`config.mk`:
```
export PLATFORM = sky130hd
export DESIGN_NAME = huffman_bit_packer
export DESIGN_NICKNAME = d
export VERILOG_FILES = /design/src/rtl/huffman_bit_packer.sv
export SDC_FILE = /design/constraint.sdc
export NUM_CORES = 1
export LEC_CHECK = 0
export BUFFER_PORTS_ARGS = -buffer_cell sky130_fd_sc_hd__buf_2
export CELL_PAD_IN_SITES_DETAIL_PLACEMENT = 0
export CELL_PAD_IN_SITES_GLOBAL_PLACEMENT = 1
export CORE_MARGIN = 2
export CORE_UTILIZATION = 45
export CTS_CLUSTER_DIAMETER = 40
export DETAILED_ROUTE_END_ITERATION = 10
export GPL_ROUTABILITY_DRIVEN = 0
export PLACE_DENSITY_LB_ADDON = 0.1
export RECOVER_POWER = 100
export SKIP_CTS_REPAIR_TIMING = 1
export SLEW_MARGIN = 20
export SYNTH_ARGS = -nofsm -noshare
export SYNTH_HDL_FRONTEND = slang
export SYNTH_SLANG_ARGS = --single-unit
```
`constraint.sdc`:
```
create_clock -name i_clk -period 6.1 [get_ports i_clk]
set_clock_uncertainty 0.15 [all_clocks]
set_input_delay 0.305 -clock i_clk [delete_from_list [all_inputs] [get_ports i_clk]]
set_output_delay 0.305 -clock i_clk [all_outputs]
set_load 0.05 [all_outputs]
```
`src/rtl/huffman_bit_packer.sv`:
```
// Packs right-aligned variable-length codewords MSB-first into a byte stream.
// Enable is registered so that every output depends on registers only.
module huffman_bit_packer #(
    parameter int MAX_LEN = 16,
    parameter int ACC_W   = 32
) (
    input  logic               i_clk,
    input  logic               i_rst_n,
    input  logic               i_enable,
    input  logic               i_code_valid,
    output logic               o_code_ready,
    input  logic [MAX_LEN-1:0] i_code_in,
    input  logic [4:0]         i_code_len,
    input  logic               i_flush,
    output logic               o_flush_done,
    output logic               o_out_valid,
    input  logic               i_out_ready,
    output logic [7:0]         o_out_data,
    output logic [15:0]        o_byte_count
);

    localparam int CNT_W = $clog2(ACC_W + 1);

    typedef enum logic [1:0] {
        S_RUN,
        S_DRAIN,
        S_PAD,
        S_DONE
    } state_t;

    logic             r_en;
    state_t           r_state;
    logic [ACC_W-1:0] r_acc;
    logic [CNT_W-1:0] r_count;
    logic [15:0]      r_byte_count;

    state_t           w_state_next;
    logic [ACC_W-1:0] w_acc_next;
    logic [CNT_W-1:0] w_count_next;
    logic [ACC_W-1:0] w_acc_popped;
    logic [CNT_W-1:0] w_count_popped;
    logic [ACC_W-1:0] w_code_aligned;
    logic [MAX_LEN-1:0] w_code_masked;
    logic [4:0]       w_len;
    logic [4:0]       w_pad_shift;
    logic             w_pop;
    logic             w_push;

    assign o_code_ready = r_en && (r_state == S_RUN) && (r_count <= CNT_W'(ACC_W - MAX_LEN));
    assign o_out_valid  = r_en && (r_count >= CNT_W'(8));
    assign o_out_data   = r_acc[ACC_W-1 -: 8];
    assign o_flush_done = r_en && (r_state == S_DONE);
    assign o_byte_count = r_byte_count;

    assign w_pop  = o_out_valid && i_out_ready;
    assign w_push = i_code_valid && o_code_ready;

    assign w_len       = (i_code_len > 5'(MAX_LEN)) ? 5'(MAX_LEN) : i_code_len;
    assign w_pad_shift = 5'(MAX_LEN) - w_len;

    // Bits above the codeword length are don't-care on the input and must not leak in.
    genvar gi;
    generate
        for (gi = 0; gi < MAX_LEN; gi++) begin : g_mask
            assign w_code_masked[gi] = i_code_in[gi] & (5'(gi) < w_len);
        end
    endgenerate

    always_comb begin
        w_acc_popped   = w_pop ? (r_acc << 8) : r_acc;
        w_count_popped = w_pop ? (r_count - CNT_W'(8)) : r_count;
        // Left-justify the codeword at the top, then slide it below the surviving bits.
        w_code_aligned = ({w_code_masked, {(ACC_W - MAX_LEN){1'b0}}} << w_pad_shift) >> w_count_popped;
        w_acc_next     = w_push ? (w_acc_popped | w_code_aligned) : w_acc_popped;
        w_count_next   = w_push ? (w_count_popped + CNT_W'(w_len)) : w_count_popped;
        if (r_state == S_PAD) begin
            // Padding zeros already sit below the valid bits; just claim a full byte.
            w_count_next = CNT_W'(8);
        end
    end

    always_comb begin
        w_state_next = r_state;
        case (r_state)
            S_RUN: begin
                if (i_flush) begin
                    w_state_next = S_DRAIN;
                end
            end
            S_DRAIN: begin
                if (r_count < CNT_W'(8)) begin
                    w_state_next = (r_count != '0) ? S_PAD : S_DONE;
                end
            end
            S_PAD:   w_state_next = S_DRAIN;
            S_DONE:  w_state_next = S_RUN;
            default: w_state_next = S_RUN;
        endcase
    end

    always_ff @(posedge i_clk or negedge i_rst_n) begin
        if (!i_rst_n) begin
            r_en         <= 1'b0;
            r_state      <= S_RUN;
            r_acc        <= '0;
            r_count      <= '0;
            r_byte_count <= '0;
        end else begin
            r_en <= i_enable;
            if (r_en) begin
                r_state <= w_state_next;
                r_acc   <= w_acc_next;
                r_count <= w_count_next;
                if (w_pop) begin
                    r_byte_count <= r_byte_count + 16'd1;
                end
            end
        end
    end

endmodule

```
Word level (Yosys, flattened, before mapping)

Cells that the tools add are included.

Latch bits: 0
Memories: 0
Bits in registers: 57
Output and inout port bits: 27
Word-level logic and storage cells: 73
Bits in writable memories: 0
Input port bits: 27
Memory bits (read-only): 0

Eq/ne operators: 5
Divide/modulo/power cells: 0
Reduce and logical (&&, ||, !) cells: 10
Bitwise logic cells: 17
Magnitude comparators: 20
Multipliers: 0
Multiplexer cells: 10
Add/subtract/negate cells: 4
Shifts and indexed selects: 2

Operators by type and width:

| kind                    | number |
|---|---|
| $mux W32                | 2 |
| $lt A4 B5 Y1 const A    | 8 |
| $or A32 B32 Y32         | 1 |
| $shl A32 B5 Y32         | 1 |
| $shr A32 B6 Y32         | 1 |
| $lt A3 B5 Y1 const A    | 4 |
| $mux W6                 | 3 |
| $add A16 B1 Y16 const B | 1 |
| $and A1 B1 Y1           | 16 |
| $lt A1 B5 Y1 const A    | 2 |
| $lt A2 B5 Y1 const A    | 2 |
| $pmux W2 S4             | 1 |
| $add A6 B5 Y6           | 1 |
| $ge A6 B4 Y1 const B    | 1 |
| $le A6 B5 Y1 const B    | 1 |
| $logic_and A1 B1 Y1     | 6 |
| $lt A6 B4 Y1 const B    | 1 |
| $reduce_bool A6 Y1      | 1 |
| $sub A6 B4 Y6 const B   | 1 |
| $gt A5 B5 Y1 const B    | 1 |
| $mux W5                 | 1 |
| $sub A5 B5 Y5 const A   | 1 |
| $eq A2 B2 Y1 const B    | 2 |
| $mux W2                 | 2 |
| 6 further kinds         | 7 |

Depth between registers and ports, before layout

Word-level depth: 8
Gate-level depth with buffers: 18
Gate-level depth less buffers: 13

Worst setup path after synthesis

Ideal clock, no wire load.

Kind: input-to-reg
Start point: input i_code_len[4]
End point: register r_acc[9]
Library setup time: 0.126 ns
Cell stages on the path: 16
Data required time: 5.824 ns
Path buffers: 8
Setup slack: 2.239 ns
Arrival: 3.585 ns
Cells stage by stage: buf_4 buf_6 buf_6 buf_6 buf_2 nand2b_1 ha_1 buf_2 buf_1 clkbuf_1 a22oi_1 a32oi_1 nand2_1 mux4_2 a2bb2oi_1 a221o_1

Word-level cells in the longest chain between the ends: 8

RTL lines:

| element                              | RTL line | text |
|---|---|---|
| from (decl)                          | 13       | `input logic [4:0] i_code_len,` |
| $gt A5 B5 Y1                         | 58       | `assign w_len = (i_code_len > 5'(MAX_LEN)) ? 5'(MAX_LEN) : i_code_len;` |
| $mux W5 (*)                          | 58       |  |
| $lt A1 B5 Y1 (tied with other cells) | 65       | `assign w_code_masked[gi] = i_code_in[gi] & (5'(gi) < w_len);` |
| $and A1 B1 Y1                        | 65       |  |
| $shl A32 B5 Y32 (*)                  | 73       | `w_code_aligned = ({w_code_masked, {(ACC_W - MAX_LEN){1'b0}}} << w_pad_shift) >> w_count_popped;` |
| $shr A32 B6 Y32 (*)                  | 73       |  |
| $or A32 B32 Y32 (*)                  | 74       | `w_acc_next = w_push ? (w_acc_popped \| w_code_aligned) : w_acc_popped;` |
| $mux W32 (*)                         | 74       |  |
| to (signal assigned)                 | 112      | `r_acc <= w_acc_next;` |
| to (decl)                            | 33       | `logic [ACC_W-1:0] r_acc;` |

Every way passes the cells marked *; elsewhere a longest branch is shown, timed or not.
A chain may end at the register's enable or synchronous reset.

Worst setup path after layout

Start point: input i_code_len[4]
End point: register r_acc[20]

The elaborated chain is that of the path after synthesis.

==> run metrics <==
worst-margin pin slew=3.03 ns; Root Buffer=clkbuf_16; die width=111 µm; number of synthesized flops with an enable pin=0; Overall Global Routing Usage=25.7%; Met1 Wirelength=7110 µm; Hold Violations, Final=0; Avg Inst Size Synth=8.08 µm²; final core occ=49.2%; Yosys top cell area share=27.6%; Post-DRT Antenna Nets=0; register area share after synthesis=27.6%; uppermost routed layer=met4; highest clock rate=205 MHz; initial antenna violation count=0; Hold Path Class=input port to register; Hold Crit Start=i_flush; # IOs=54; Die Y=111 µm; clock latency at the later pin of the worst-skew pair=0.32 ns; startpoint types=input port; drt initial violations=482; DR WL met3=1030 µm; kind of critical path=input port to register; CTS tree=done; # DRC=0; largest net degree at the start of global routing=58; FF-to-FF Start=r_count[1]; crit end category=register; WP data required=6.14 ns; first-pass GRT wire length=26000 µm; ys async rst share=100%; fin. max-slew vios=58; # diodes=0; drt pass-1 iters=5; Netlist cell types=85; synth top area cells=dfrtp_1, nor2_1, nand3_1; fin crit share=80.0%; Site Rows=39; RSZ-0062 raised after global routing=false; slowest CP cell=ha_1; grt total ovfl=0; Power Dens Cells=436 nW/µm²; Gate Count Post-Synth=640; aggregate negative setup slack=0 ns; nets=697; status=finished with violations; detailed placement HPWL=11400 µm; die footprint=12400 µm²; Seq cells post-synth=57; vias in the first global route=4941; YS warnings=0; H-tree levels=3; CTS clock-pin slew for the worst setup and hold paths=0.05 ns; Post-Syn Nets=677; max_cap viols=1; crit path from=i_code_len[4]; Max clock buf depth=2; Final min period=4.88 ns; Mapped Area=5170 µm²; Via-to-Cell Ratio=6.53; failing checks=capacitance limit, slew limit; critical-path cell list=buf_2, nand2b_1, ha_1, inv_1, or4_2, nand4_1, o21ai_0, mux4_2, and3_1, a211oi_1, o22ai_1; area of the core=11300 µm²; metal2 WL=7510 µm; critical path fanouts, max=46; drt total wl=16000 µm; P&R area growth vs syn=7.82%; layout cells sized above 1=10.1%; leak pwr=2.26 nW; register area=1430 µm²; number of clock sinks=57; Max IR drop VDD=285 µV; Slew Limit Headroom=-102%; Yosys top cell by area=dfrtp_1; clock buffer count from CTS=9; ys flop type=dfrtp_1; # setup viols final=0; via count=5280; crit path DAT=4.92 ns; DR WL/cell=19.8 µm; Multi-input gate area=3360 µm²; Port Buffer Count=53; filler cell count=1118; Initial Util=45.7%; worst stage delay on the critical path=0.78 ns
-- kinds of logic (layout without fill, tap and decap cells) --
kind of cell | count (synthesis) | in the layout | synth area share (%)
XOR/XNOR | 23 | 23 | 3.90
multiplexers | 20 | 20 | 4.72
AND/OR/NAND/NOR | 256 | 256 | 25.9
AO/OA/AOI/OAI | 208 | 208 | 29.0
flip-flops | 57 | 57 | 27.6
adder cells (fa/ha/maj) | 10 | 10 | 2.57
buffers and inverters | 66 | 91 | 6.39
-- layout by cell type (no fill, tap or decap), types with 11 or more instances in the layout --
master,instances
xnor2_1,16
dfrtp_1,57
o22ai_1,17
nand3_1,40
o21ai_0,36
clkbuf_1,30
inv_1,11
buf_2,26
nor2_1,67
mux2i_1,12
a21oi_1,31
nor3_1,21
nand2_1,50
-- where the power goes --
group / switching, mW / internal [mW] / total [mW]
registers: 0.102 / 0.507 / 0.609
clock network: 0.167 / 0.282 / 0.449
logic: 0.936 / 0.437 / 1.37
total: 1.21 / 1.23 / 2.43
-- cell usage after synthesis (all sizes together) (5+ instances only) --
cell and count:
nor2 67, nor2b 9, o211a 5, dfrtp 57, a21oi 31, nand4 9
o211ai 5, o31ai 6, o221ai 7, nand2b 8, a31oi 8, a21o 7
mux2i 12, o21ai 39, nand3 40, nor3 21, xnor2 16, o311ai 5
a211oi 8, ha 9, or3 7, a22oi 9, and3 8, clkbuf 22
a32oi 8, o21a 5, o22ai 17, buf 30, inv 13, xor2 7
nand2 50, and4b 5, and2 10, mux2 5
-- path summary, 6_finish.rpt --
kind                               endpoint  slack (ns)  cells past startpoint
setup / recovery                  r_acc[20]        1.22                     11
min in group asynchronous  o_byte_count[15]        0.92                      2
hold reg to reg            o_byte_count[15]        0.31                      1
setup reg to reg                 r_count[5]        1.35                     15
max in group asynchronous         r_acc[13]        3.16                      2
hold / removal                   r_state[0]        0.21                      4
-- worst max-delay path, delay by kind of cell --
family                   cells  cell delay, ns
AO/OA/AOI/OAI                3            0.70
multiplexers                 1            0.62
buffers and inverters        2            1.02
adder cells (fa/ha/maj)      1            0.78
AND/OR/NAND/NOR              4            1.48
-- area by class of cell --
class                      count  area share [%]
clock buffer                  10            4.29
sequential                    57            25.6
timing repair buffer          61            5.07
inverter                      14           0.943
clock inverter                 6           0.606
multi-input combinational    517            60.3
tap                          143            3.21
-- through the flow --
stage | total power, mW | worst slack (ns) | cell area, µm² | hold WS, ns | std cells
after global placement | 1.98 | 1.61 | 5390 | 0.266 | 791
after floorplan | 1.67 | 2.24 | 5170 | -0.141 | 640
after CTS | 2.45 | 1.82 | 5660 | -0.0634 | 807
after global routing | 2.60 | 0.918 | 5570 | 0.217 | 808
final | 2.43 | 1.22 | 5570 | 0.214 | 808
after detailed placement | 1.99 | 1.49 | 5390 | 0.268 | 791
-- flip-flops by register name, summed over array words and instances, names as in the netlist --
| register | flops |
|---|---|
| r_count | 6 |
| r_en | 1 |
| o_byte_count | 16 |
| r_acc | 32 |
| r_state | 2 |
-- layer usage --
metal	global-route usage, %	vias to the layer above
li1	-	2459
met1	34.2	2553
met2	42.6	241
met3	4.54	27
met4	7.65	0
met5	0	-
(Power assumes the default switching activity.)
